**config.mk**
```make
export PLATFORM = sky130hd
export DESIGN_NAME = multicycle_control
export DESIGN_NICKNAME = d
export VERILOG_FILES = /design/src/rtl/multicycle_control_pkg.sv /design/src/rtl/multicycle_control_opcode_classify.sv /design/src/rtl/multicycle_control.sv
export SDC_FILE = /design/constraint.sdc
export NUM_CORES = 1
export LEC_CHECK = 0
export CAP_MARGIN = 30
export CORE_MARGIN = 1.5
export CORE_UTILIZATION = 41
export DETAILED_ROUTE_END_ITERATION = 6
export GPL_TIMING_DRIVEN = 0
export PLACE_DENSITY = 0.76
export SYNTH_ARGS = -nofsm -noshare
export SYNTH_HDL_FRONTEND = slang
export SYNTH_HIERARCHICAL = 1
export SYNTH_SLANG_ARGS = --single-unit
```
**constraint.sdc**
```tcl
create_clock -name clk -period 1.46 [get_ports clk]
set_input_delay 0.146 -clock clk [delete_from_list [all_inputs] [get_ports clk]]
set_output_delay 0.146 -clock clk [all_outputs]
set_load 0.05 [all_outputs]
```
**src/rtl/multicycle_control_pkg.sv**
```systemverilog
// Shared types and encodings for the multicycle datapath controller:
// FSM states, opcode classes, mux-select encodings and default opcodes.
package multicycle_control_pkg;

  typedef enum logic [3:0] {
    S_IDLE    = 4'd0,
    S_FETCH   = 4'd1,
    S_DECODE  = 4'd2,
    S_MEMADDR = 4'd3,
    S_MEMRD   = 4'd4,
    S_MEMWB   = 4'd5,
    S_MEMWR   = 4'd6,
    S_EXEC    = 4'd7,
    S_RWB     = 4'd8,
    S_BRANCH  = 4'd9,
    S_JUMP    = 4'd10,
    S_TRAP    = 4'd11
  } state_e;

  // One-hot instruction class; exactly one member is set.
  typedef struct packed {
    logic r;
    logic lw;
    logic sw;
    logic beq;
    logic bne;
    logic j;
    logic bad;
  } op_class_t;

  localparam op_class_t CLASS_R = '{r: 1'b1, default: 1'b0};

  localparam logic [1:0] SRCB_REG    = 2'b00;
  localparam logic [1:0] SRCB_FOUR   = 2'b01;
  localparam logic [1:0] SRCB_IMM    = 2'b10;
  localparam logic [1:0] SRCB_IMM_SH = 2'b11;

  localparam logic [1:0] ALU_ADD   = 2'b00;
  localparam logic [1:0] ALU_SUB   = 2'b01;
  localparam logic [1:0] ALU_FUNCT = 2'b10;

  localparam logic [1:0] PC_ALU    = 2'b00;
  localparam logic [1:0] PC_ALUOUT = 2'b01;
  localparam logic [1:0] PC_JUMP   = 2'b10;
  localparam logic [1:0] PC_TRAP   = 2'b11;

  localparam logic [5:0] DEF_OP_R   = 6'b000000;
  localparam logic [5:0] DEF_OP_LW  = 6'b100011;
  localparam logic [5:0] DEF_OP_SW  = 6'b101011;
  localparam logic [5:0] DEF_OP_BEQ = 6'b000100;
  localparam logic [5:0] DEF_OP_BNE = 6'b111011;
  localparam logic [5:0] DEF_OP_J   = 6'b100001;

endpackage

```
**src/rtl/multicycle_control_opcode_classify.sv**
```systemverilog
// Maps an opcode to a one-hot instruction class. Unknown opcodes become
// `bad` when trapping is enabled, otherwise they execute as R-format.
module opcode_classify
  import multicycle_control_pkg::*;
#(
  parameter int               OPCODE_W = 6,
  parameter logic [OPCODE_W-1:0] OP_R   = DEF_OP_R,
  parameter logic [OPCODE_W-1:0] OP_LW  = DEF_OP_LW,
  parameter logic [OPCODE_W-1:0] OP_SW  = DEF_OP_SW,
  parameter logic [OPCODE_W-1:0] OP_BEQ = DEF_OP_BEQ,
  parameter logic [OPCODE_W-1:0] OP_BNE = DEF_OP_BNE,
  parameter logic [OPCODE_W-1:0] OP_J   = DEF_OP_J,
  parameter bit                TRAP_EN  = 1'b1
) (
  input  logic [OPCODE_W-1:0] opcode,
  output op_class_t           cls
);

  always_comb begin
    // NOTE: every combinational output gets a default first so no path can infer a latch.
    cls = '0;
    if      (opcode == OP_R)   cls.r   = 1'b1;
    else if (opcode == OP_LW)  cls.lw  = 1'b1;
    else if (opcode == OP_SW)  cls.sw  = 1'b1;
    else if (opcode == OP_BEQ) cls.beq = 1'b1;
    else if (opcode == OP_BNE) cls.bne = 1'b1;
    else if (opcode == OP_J)   cls.j   = 1'b1;
    else if (TRAP_EN)          cls.bad = 1'b1;
    else                       cls.r   = 1'b1;
  end

endmodule

```
**src/rtl/multicycle_control.sv**
```systemverilog
// Multicycle CPU control FSM: state, latched opcode class and sticky illegal
// flag are registered; all control outputs decode from state plus mem_ready/zero.
module multicycle_control
  import multicycle_control_pkg::*;
#(
  parameter int               OPCODE_W = 6,
  parameter logic [OPCODE_W-1:0] OP_R   = DEF_OP_R,
  parameter logic [OPCODE_W-1:0] OP_LW  = DEF_OP_LW,
  parameter logic [OPCODE_W-1:0] OP_SW  = DEF_OP_SW,
  parameter logic [OPCODE_W-1:0] OP_BEQ = DEF_OP_BEQ,
  parameter logic [OPCODE_W-1:0] OP_BNE = DEF_OP_BNE,
  parameter logic [OPCODE_W-1:0] OP_J   = DEF_OP_J,
  parameter bit                TRAP_EN  = 1'b1
) (
  input  logic                clk,
  input  logic                rst_n,
  input  logic [OPCODE_W-1:0] opcode,
  input  logic                mem_ready,
  input  logic                zero,
  output logic                mem_read,
  output logic                mem_write,
  output logic                ir_write,
  output logic                iord,
  output logic                reg_write,
  output logic                reg_dst,
  output logic                mem_to_reg,
  output logic                alu_src_a,
  output logic [1:0]          alu_src_b,
  output logic [1:0]          alu_op,
  output logic [1:0]          pc_source,
  output logic                pc_en,
  output logic                illegal,
  output logic                instr_done,
  output logic [3:0]          state_o
);

  state_e    state_d, state_q;
  op_class_t cls_now, cls_d, cls_q;
  logic      illegal_d, illegal_q;

  opcode_classify #(
    .OPCODE_W(OPCODE_W), .OP_R(OP_R), .OP_LW(OP_LW), .OP_SW(OP_SW),
    .OP_BEQ(OP_BEQ), .OP_BNE(OP_BNE), .OP_J(OP_J), .TRAP_EN(TRAP_EN)
  ) u_classify (
    .opcode(opcode),
    .cls   (cls_now)
  );

  always_comb begin
    state_d   = state_q;
    cls_d     = cls_q;
    illegal_d = illegal_q;
    unique case (state_q)
      S_IDLE:    state_d = S_FETCH;
      S_FETCH:   if (mem_ready) state_d = S_DECODE;
      S_DECODE: begin
        // The class is captured here so later states never resample opcode.
        cls_d = cls_now;
        if      (cls_now.lw || cls_now.sw)   state_d = S_MEMADDR;
        else if (cls_now.beq || cls_now.bne) state_d = S_BRANCH;
        else if (cls_now.j)                  state_d = S_JUMP;
        else if (cls_now.bad) begin
          state_d   = S_TRAP;
          illegal_d = 1'b1;
        end
        else                                 state_d = S_EXEC;
      end
      S_MEMADDR: state_d = cls_q.lw ? S_MEMRD : S_MEMWR;
      S_MEMRD:   if (mem_ready) state_d = S_MEMWB;
      S_MEMWR:   if (mem_ready) state_d = S_FETCH;
      S_EXEC:    state_d = S_RWB;
      S_MEMWB, S_RWB, S_BRANCH, S_JUMP, S_TRAP: state_d = S_FETCH;
      default:   state_d = S_IDLE;
    endcase
  end

  // NOTE: state is updated with non-blocking assignments so every flop samples pre-edge values.
  always_ff @(posedge clk or negedge rst_n) begin
    if (!rst_n) begin
      state_q   <= S_IDLE;
      cls_q     <= CLASS_R;
      illegal_q <= 1'b0;
    end else begin
      state_q   <= state_d;
      cls_q     <= cls_d;
      illegal_q <= illegal_d;
    end
  end

  always_comb begin
    mem_read   = 1'b0;
    mem_write  = 1'b0;
    ir_write   = 1'b0;
    iord       = 1'b0;
    reg_write  = 1'b0;
    reg_dst    = 1'b0;
    mem_to_reg = 1'b0;
    alu_src_a  = 1'b0;
    alu_src_b  = SRCB_REG;
    alu_op     = ALU_ADD;
    pc_source  = PC_ALU;
    pc_en      = 1'b0;
    instr_done = 1'b0;
    unique case (state_q)
      S_FETCH: begin
        mem_read  = 1'b1;
        alu_src_b = SRCB_FOUR;
        ir_write  = mem_ready;
        pc_en     = mem_ready;
      end
      S_DECODE:  alu_src_b = SRCB_IMM_SH;
      S_MEMADDR: begin
        alu_src_a = 1'b1;
        alu_src_b = SRCB_IMM;
      end
      S_MEMRD: begin
        mem_read = 1'b1;
        iord     = 1'b1;
      end
      S_MEMWB: begin
        reg_write  = 1'b1;
        mem_to_reg = 1'b1;
        instr_done = 1'b1;
      end
      S_MEMWR: begin
        mem_write  = 1'b1;
        iord       = 1'b1;
        instr_done = mem_ready;
      end
      S_EXEC: begin
        alu_src_a = 1'b1;
        alu_op    = ALU_FUNCT;
      end
      S_RWB: begin
        reg_write  = 1'b1;
        reg_dst    = 1'b1;
        instr_done = 1'b1;
      end
      S_BRANCH: begin
        alu_src_a  = 1'b1;
        alu_op     = ALU_SUB;
        pc_source  = PC_ALUOUT;
        pc_en      = (cls_q.beq & zero) | (cls_q.bne & ~zero);
        instr_done = 1'b1;
      end
      S_JUMP: begin
        pc_source  = PC_JUMP;
        pc_en      = 1'b1;
        instr_done = 1'b1;
      end
      S_TRAP: begin
        pc_source = PC_TRAP;
        pc_en     = 1'b1;
      end
      default: ;
    endcase
  end

  assign illegal = illegal_q;
  assign state_o = state_q;

endmodule

```
==> results of run 1 <==
==> power groups by stage <==
stage	Combinational, W	Sequential (W)	Clock, W
floorplan	0.00164	0.000600	0
finish	0.00359	0.000412	0.000186
global placement	0.00242	0.000422	0
global route	0.00372	0.000419	0.000199
detailed placement	0.00244	0.000423	0
CTS	0.00301	0.000386	0.000170
==> sequential cells by signal, summed over array words and instances (netlist names) <==
register and cells:
cls_q 3, illegal 1, state_o 4
==> routing by layer <==
layer / track usage [%] / share of wire (%) / up-vias / wire [µm]
met2: 48.00 / 53 / 63 / 1715
met4: 3.529 / 1.3 / 0 / 41
met1: 31.85 / 40 / 464 / 1271
met3: 6.000 / 5.7 / 6 / 182
li1: - / - / 429 / -
met5: 0 / 0 / - / 0
==> final timing paths <==
check	startpoint	to	slack, ns	cells after the start
worst min register to register	illegal	illegal	0.47	1
worst min-delay path	rst_n	cls_q[2]	0.16	1
worst max register to register	state_o[2]	state_o[1]	-0.02	5
worst max-delay path	state_o[2]	alu_src_a	-0.39	5
max in group asynchronous	rst_n	state_o[3]	0.99	1
min in group clk	illegal	illegal	0.47	1
==> what timing repair did <==
| action | 4_1_cts | 5_1_grt |
|---|---|---|
| gates resized for setup | 130 | 27 |
| endpoints found under the hold margin | 0 | 0 |
| setup buffers | 19 | 7 |
| setup endpoints to repair | 26 | 22 |
| pin swaps | 11 | 8 |
| gates cloned | 0 | 1 |
==> final cells by class <==
| cell class | count | area (µm²) | area share, % |
|---|---|---|---|
| Multi-Input combinational cell | 70 | 664.4 | 42.79 |
| Timing Repair Buffer | 56 | 555.5 | 35.78 |
| Sequential cell | 8 | 207.7 | 13.38 |
| Buffer | 5 | 77.57 | 4.996 |
| Clock buffer | 3 | 22.52 | 1.450 |
| Tap cell | 17 | 21.27 | 1.370 |
| Inverter | 1 | 3.754 | 0.2417 |
==> through the flow <==
step           worst slack (ns)  total power, W  hold WS, ns  utilization (%)  setup TNS, ns
6_report                -0.3903        0.004190       0.1641            91.93         -3.008
4_1_cts                 -0.2942        0.003564       0.1701            82.67         -2.453
2_1_floorplan           -0.5933        0.002236      -0.1496                -         -2.943
5_1_grt                 -0.4241        0.004340       0.1731            91.93         -3.747
3_5_place_dp            -0.8366        0.002863       0.4393            68.67         -10.12
3_3_place_gp            -0.8186        0.002846       0.4401            68.67         -9.716
==> out/metrics.yaml, run 1 <==
run_status:
  outcome: "finished with violations"
  violations: "setup timing"
grt:
  grt_overflow: 0
  first_global_vias: 807
  grt_max_degree: 11
  grt_pass1_wl_mm: 3.850
  antenna_found_initial: 0
  globalRouteTotalUtil_pct: 26.28
layout:
  layout.cells.non_filler: 160
  layout-drive-gt1-share_pct: 62.94
  diodes: 0
  finalNetCount: 155
  fin_area_um2: 1553
  nFillCells: 58
  area_growth_pct: 113.2
  layout_common_cells: "22 x buf_4, 15 x buf_6, 10 x dlygate4sd2_1"
  mostFrequentLayoutCell: "buf_4"
cts:
  cts_hold_buf: 0
  insertion_delay_ns: 0.27
  cts_buffer_depth: 2
  root_buffer: "clkbuf_4"
  clk_pin_slew_ns: 0.06
  cts.sinks: 8
  numCtsBuffers: 3
  cts_tree: "yes"
  htreeDepth: 1
timing:
  post-route-min-period_ns: 1.850
  setup_viol: 16
  finClkSkew_ns: 0.001295
  max_slew.worst_pin.slew_ns: 0.5018
  max_freq_ghz: 0.5405
  post-route-worst-setup-slack_ns: -0.3903
  fin_crit_sh_pct: 126.7
  relSlewSlack_pct: 66.68
  hold_viol: 0
  rsz0062_at_grt: "true"
  slew_viol_final: 0
power:
  powerDensity_nw_per_um2: 2699
  switchingPower_w: 0.002175
  combinationalPowerShare_pct: 85.7
  p_clk_share_pct: 4.4
  p_seq_share_pct: 9.8
  internal-power_w: 0.002015
  ir_drop_v: 0.001962
  power.leakage_nw: 0.6930
  swShare_pct: 51.91
synth:
  postSynthCellCount: 84
  synth_area_per_cell_um2: 8.669
  synthesis.area_um2: 728.2
  synth_nets: 94
  ys_warn_count: 6
critical_path:
  cp_cell_sequence: "buf_8, or2b_4, mux2i_1, and2_4, buf_8"
  crit_type: "flop to output port"
  slowest_stage: "dfrtp_2"
  cpMostUsedCell: "buf_8"
  slowest_delay_ns: 0.45
  crit_family: "simple AND/OR/NAND/NOR gates"
  crit_path_max_fanout: 6
  cp.required_ns: 1.31
  critPathBufInv: 2
  cp_data_arrival_time_ns: 1.70
  cp-end-kind: "output port"
  startpoint_type: "flop"
floorplan:
  die_w_um: 45.15
  ios: 31
  fp.dieArea_um2: 2038
  core_area_um2: 1689
  start_util_pct: 43.11
  die_y_um: 45.15
  rows: 15
detailed_routing:
  via_count: 962
  ant_nets: 0
  route.detailed.drc: 0
  drt-total-wl_mm: 3.210
  post_drt_wl_per_cell_um: 20.06
  drt_iter0_drc: 17
  drt_pass1_iterations: 4
  viasPerCell: 6.013
placed_design:
  placed_area_um2: 1160
  port_buffers: 30
  gp_congestion: 0.7476
  place_inst: 131
  dp_hpwl_mm: 1.431
job:
  maxCapViolations: 0
hold_path:
  hold_path.class: "primary input to async pin"
Power figures use the tool's default switching activity.
==> inputs of run 2 (changes only) <==
--- a/config.mk
+++ b/config.mk
@@ -10,7 +10,7 @@
 export CORE_UTILIZATION = 41
 export DETAILED_ROUTE_END_ITERATION = 6
 export GPL_TIMING_DRIVEN = 0
-export PLACE_DENSITY = 0.76
+export PLACE_DENSITY = 0.78
 export SYNTH_ARGS = -nofsm -noshare
 export SYNTH_HDL_FRONTEND = slang
 export SYNTH_HIERARCHICAL = 1
==> constraint.sdc (replaced) <==
create_clock -name clk -period 1.46 [get_ports clk]
set_input_delay 0.219 -clock clk [delete_from_list [all_inputs] [get_ports clk]]
set_output_delay 0.219 -clock clk [all_outputs]
set_load 0.05 [all_outputs]
==> out/metrics.yaml, run 2 (synthesized netlist as in run 1, its figures left out) <==
detailed_routing:
  post_drt_wl_per_cell_um: 17.83
  wl_met2_mm: 1.392
  via_count: 857
  wl_met1_mm: 1.083
  viasPerCell: 5.752
  dr_wl_met3_um: 114
  drt_pass1_iterations: 4
  ant_nets: 0
  drt-total-wl_mm: 2.657
  route.detailed.drc: 0
  drt_iter0_drc: 21
  topRoutingLayerUsed: "met4"
critical_path:
  cp_data_arrival_time_ns: 1.63
  rrSetupSlack_ns: -0.04
  worstReg2RegStart: "state_o[2]"
  startpoint_type: "flop"
  cp.required_ns: 1.24
  crit_path_max_fanout: 6
  cp-end-kind: "output port"
  r2r_cells: 4
  crit_type: "flop to output port"
  rr_endpoint: "state_o[1]"
layout:
  fin_util_pct: 85.56
  layout-drive-gt1-share_pct: 62.12
  nFillCells: 86
  largest_reg_flops: 4
  mostFrequentLayoutCell: "buf_6"
  finalNetCount: 143
  area_growth_pct: 98.45
  layout_common_cells: "13 x buf_6, 11 x buf_4, 9 x dlygate4sd2_1"
  diodes: 0
  seqCellArea_um2: 207.7
  multi_input_area_um2: 670.6
power:
  power.leakage_nw: 0.6242
  ir_drop_v: 0.001849
  powerDensity_nw_per_um2: 2583
grt:
  grt_pass1_wl_mm: 3.249
  grt_max_degree: 11
  first_global_vias: 801
  globalRouteTotalUtil_pct: 21.96
  grt_overflow: 0
  antenna_found_initial: 0
placed_design:
  dp_slack_ns: -0.8959
  gp_congestion: 0.7678
  port_buffers: 30
  dp_hpwl_mm: 1.419
timing:
  post-route-min-period_ns: 1.854
  setup_viol: 17
  fin_crit_sh_pct: 127.0
  rsz0062_at_grt: "true"
  max_slew.worst_pin.slew_ns: 0.4906
  post-route-worst-setup-slack_ns: -0.3939
  relSlewSlack_pct: 67.42
  finClkSkew_ns: 0.01683
  max_freq_ghz: 0.5394
  hold_viol: 0
  slew_viol_final: 0
cts:
  clk_pin_slew_ns: 0.07
  cts.sinks: 8
  htreeDepth: 1
  numCtsBuffers: 3
  cts_hold_buf: 0
  cts_buffer_depth: 2
  insertion_delay_ns: 0.26
  root_buffer: "clkbuf_4"
  cts_tree: "yes"
floorplan:
  start_util_pct: 43.11
  rows: 15
  die_w_um: 45.15
  core_area_um2: 1689
  die_y_um: 45.15
  fp.dieArea_um2: 2038
  ios: 31
run_status:
  outcome: "finished with violations"
  violations: "setup timing"
job:
  maxCapViolations: 0
hold_path:
  hold_path.class: "primary input to async pin"
-- run 2: cell count changes in the layout (fill, tap and decap cells not counted), sizes merged --
cell	delta
buf	-12
clkdlybuf4s15	+2
dlygate4sd2	-1
-- run 2: worst max path at each step --
stage | startpoint | endpoint
floorplan | state_o[1] | pc_en
global placement | state_o[2] | instr_done
detailed placement | state_o[2] | instr_done
CTS | state_o[1] | pc_en
global route | state_o[1] | pc_en
finish | state_o[2] | alu_src_a
-- run 2: cell type report --
type / count / share of cell area, %
Tap cell: 17 / 1.472
Clock buffer: 4 / 1.818
Multi-Input combinational cell: 70 / 46.41
Sequential cell: 8 / 14.37
Inverter: 1 / 0.2597
Buffer: 4 / 4.416
Timing Repair Buffer: 45 / 31.26
-- run 2: critical path, stage by stage (launching register included) --
cell     delay (ns)
dfrtp_2        0.44
buf_8          0.13
or2b_4         0.29
mux2i_1        0.19
and2_4         0.18
buf_8          0.13
-- run 2: through the flow --
step | instance area (µm²) | setup TNS [ns] | std cells | total power [W] | hold slack [ns]
after floorplan | 839.6 | -3.811 | 84 | 0.002240 | -0.07659
after global placement | 1161 | -11.71 | 131 | 0.002851 | 0.4559
after detailed placement | 1161 | -11.95 | 131 | 0.002862 | 0.4600
after CTS | 1343 | -3.251 | 145 | 0.003393 | 0.2305
after global routing | 1445 | -4.542 | 149 | 0.003890 | 0.2553
final | 1445 | -3.799 | 149 | 0.003733 | 0.2283
-- run 2: where the power goes --
| group | internal [W] | switching (W) |
|---|---|---|
| clock network | 0.000105 | 0.0000868 |
| logic | 0.00131 | 0.00182 |
| registers | 0.000306 | 0.000105 |
-- run 2: timing repair --
item	in CTS	in global routing
endpoints found under the setup margin	27	19
pin swaps	9	10
buffers inserted	10	6
resized for setup	136	26
-- run 2: per-layer routing --
metal	up-vias	GRT usage, %
met5	-	0
met1	418	26.37
li1	403	-
met4	0	13.53
met3	6	2.400
met2	30	37.14
==> inputs of run 3 (changes only) <==
--- a/config.mk
+++ b/config.mk
@@ -5,12 +5,13 @@
 export SDC_FILE = /design/constraint.sdc
 export NUM_CORES = 1
 export LEC_CHECK = 0
+export ABC_AREA = 1
 export CAP_MARGIN = 30
 export CORE_MARGIN = 1.5
 export CORE_UTILIZATION = 41
 export DETAILED_ROUTE_END_ITERATION = 6
 export GPL_TIMING_DRIVEN = 0
-export PLACE_DENSITY = 0.78
+export PLACE_DENSITY = 0.77
 export SYNTH_ARGS = -nofsm -noshare
 export SYNTH_HDL_FRONTEND = slang
 export SYNTH_HIERARCHICAL = 1
==> out/metrics.yaml, run 3 <==
job:
  maxCapViolations: 0
power:
  switchingPower_w: 0.002026
  p_seq_share_pct: 12.0
  ir_drop_v: 0.001531
  power.leakage_nw: 0.7650
  swShare_pct: 58.51
  internal-power_w: 0.001437
  power_w: 0.003462
  combinationalPowerShare_pct: 83.3
  powerDensity_nw_per_um2: 2400
  p_clk_share_pct: 4.7
layout:
  fin_area_um2: 1443
  mostFrequentLayoutCell: "nand2_1"
  diodes: 0
  finalNetCount: 186
  layout_common_cells: "29 x nand2_1, 18 x buf_4, 16 x inv_1"
  largest_reg_flops: 4
  layout-drive-gt1-share_pct: 52.30
  area_growth_pct: 96.09
grt:
  antenna_found_initial: 0
  grt_overflow: 0
  met2_usage_pct: 41.43
  use_met1_pct: 27.45
  globalRouteTotalUtil_pct: 22.75
  grt_max_degree: 9
  use_met3_pct: 2.000
  grt_pass1_wl_mm: 3.512
  top_usage_layer: "met2"
  first_global_vias: 863
cts:
  cts.sinks: 8
  root_buffer: "clkbuf_4"
  numCtsBuffers: 3
  insertion_delay_ns: 0.25
  htreeDepth: 1
  cts_tree: "yes"
  clk_pin_slew_ns: 0.05
  cts_buffer_depth: 2
detailed_routing:
  drt_iter0_drc: 14
  drt_pass1_iterations: 4
  via_count: 1003
  route.detailed.drc: 0
  drt-total-wl_mm: 2.594
  ant_nets: 0
  post_drt_wl_per_cell_um: 13.04
  viasPerCell: 5.040
critical_path:
  slowest_stage: "dfrtp_4"
  cp_cell_sequence: "inv_4, nand2_4, nor2_4, nand2_1, o211ai_1, buf_4"
  rr_endpoint: "state_o[1]"
  cp.required_ns: 1.24
  cp-end-kind: "output port"
  rrSetupSlack_ns: 0.05
  cp_data_arrival_time_ns: 1.49
  crit_path_max_fanout: 4
  crit_family: "flip-flops"
  slowest_delay_ns: 0.50
  crit_type: "flop to output port"
  startpoint_type: "flop"
  worstReg2RegStart: "state_o[0]"
  r2r_cells: 9
  critPathBufInv: 2
synth:
  ys_warn_count: 6
  synth_area_per_cell_um2: 5.886
  postSynthCellCount: 125
  synth_nets: 135
  synthesis.area_um2: 735.7
floorplan:
  start_util_pct: 43.08
  core_area_um2: 1708
  rows: 15
  fp.dieArea_um2: 2058
  die_w_um: 45.36
  ios: 31
  die_y_um: 45.36
placed_design:
  gp_congestion: 0.8069
  dp_hpwl_mm: 1.591
  placed_area_um2: 1144
  port_buffers: 30
run_status:
  violations: "setup timing"
  outcome: "finished with violations"
timing:
  relSlewSlack_pct: 67.62
  finClkSkew_ns: 0.005493
  whs_ns: 0.2656
  max_slew.worst_pin.slew_ns: 0.4877
  setup_viol: 8
  hold_viol: 0
  max_freq_ghz: 0.5865
  post-route-min-period_ns: 1.705
  post-route-worst-setup-slack_ns: -0.2452
  fin_crit_sh_pct: 116.8
  rsz0062_at_grt: "true"
  finalSetupTns_ns: -1.110
  slew_viol_final: 0
hold_path:
  hold_path.class: "primary input to async pin"
-- run 3: cell type report --
class | count | area (µm²)
Clock buffer | 3 | 22.52
Fill cell | 101 | 265.3
Inverter | 26 | 116.4
Multi-Input combinational cell | 91 | 608.1
Sequential cell | 8 | 207.7
Tap cell | 25 | 31.28
Timing Repair Buffer | 46 | 456.7
-- run 3: timing repair --
item / CTS / global route
pin swaps: 8 / 9
hold buffers: 0 / 0
endpoints found under the hold margin: 0 / 0
setup endpoints to repair: 21 / 21
gates resized for setup: 133 / 31
buffers inserted: 10 / 6
-- run 3: stage by stage --
stage | std cells | utilization (%) | setup slack (ns)
2_1_floorplan | 125 | - | -0.3734
3_3_place_gp | 180 | 66.96 | -0.6191
3_5_place_dp | 180 | 66.96 | -0.6121
4_1_cts | 193 | 75.97 | -0.1977
5_1_grt | 199 | 84.47 | -0.2594
6_report | 199 | 84.47 | -0.2452
-- run 3: how the worst max path moves through the flow --
stage / from / to / cells after the start
after floorplan: state_o[0] / instr_done / 5
after global placement: zero / pc_en / 5
after detailed placement: zero / pc_en / 5
after CTS: state_o[3] / instr_done / 6
after global routing: state_o[0] / instr_done / 6
final: state_o[0] / instr_done / 6
-- run 3: metal layers --
layer | vias up | wire [µm] | share of wire (%)
met5 | - | 0 | 0
met4 | 0 | 40 | 1.5
met3 | 10 | 117 | 4.5
met2 | 48 | 1390 | 54
met1 | 465 | 1045 | 40
li1 | 480 | - | -
-- run 3: power by group through the flow --
stage / sequential (W) / clock, W / combinational (W)
6_report: 0.000416 / 0.000162 / 0.00288
5_1_grt: 0.000426 / 0.000179 / 0.00301
4_1_cts: 0.000412 / 0.000171 / 0.00259
3_5_place_dp: 0.000423 / 0 / 0.00219
3_3_place_gp: 0.000420 / 0 / 0.00218
2_1_floorplan: 0.000599 / 0 / 0.00141
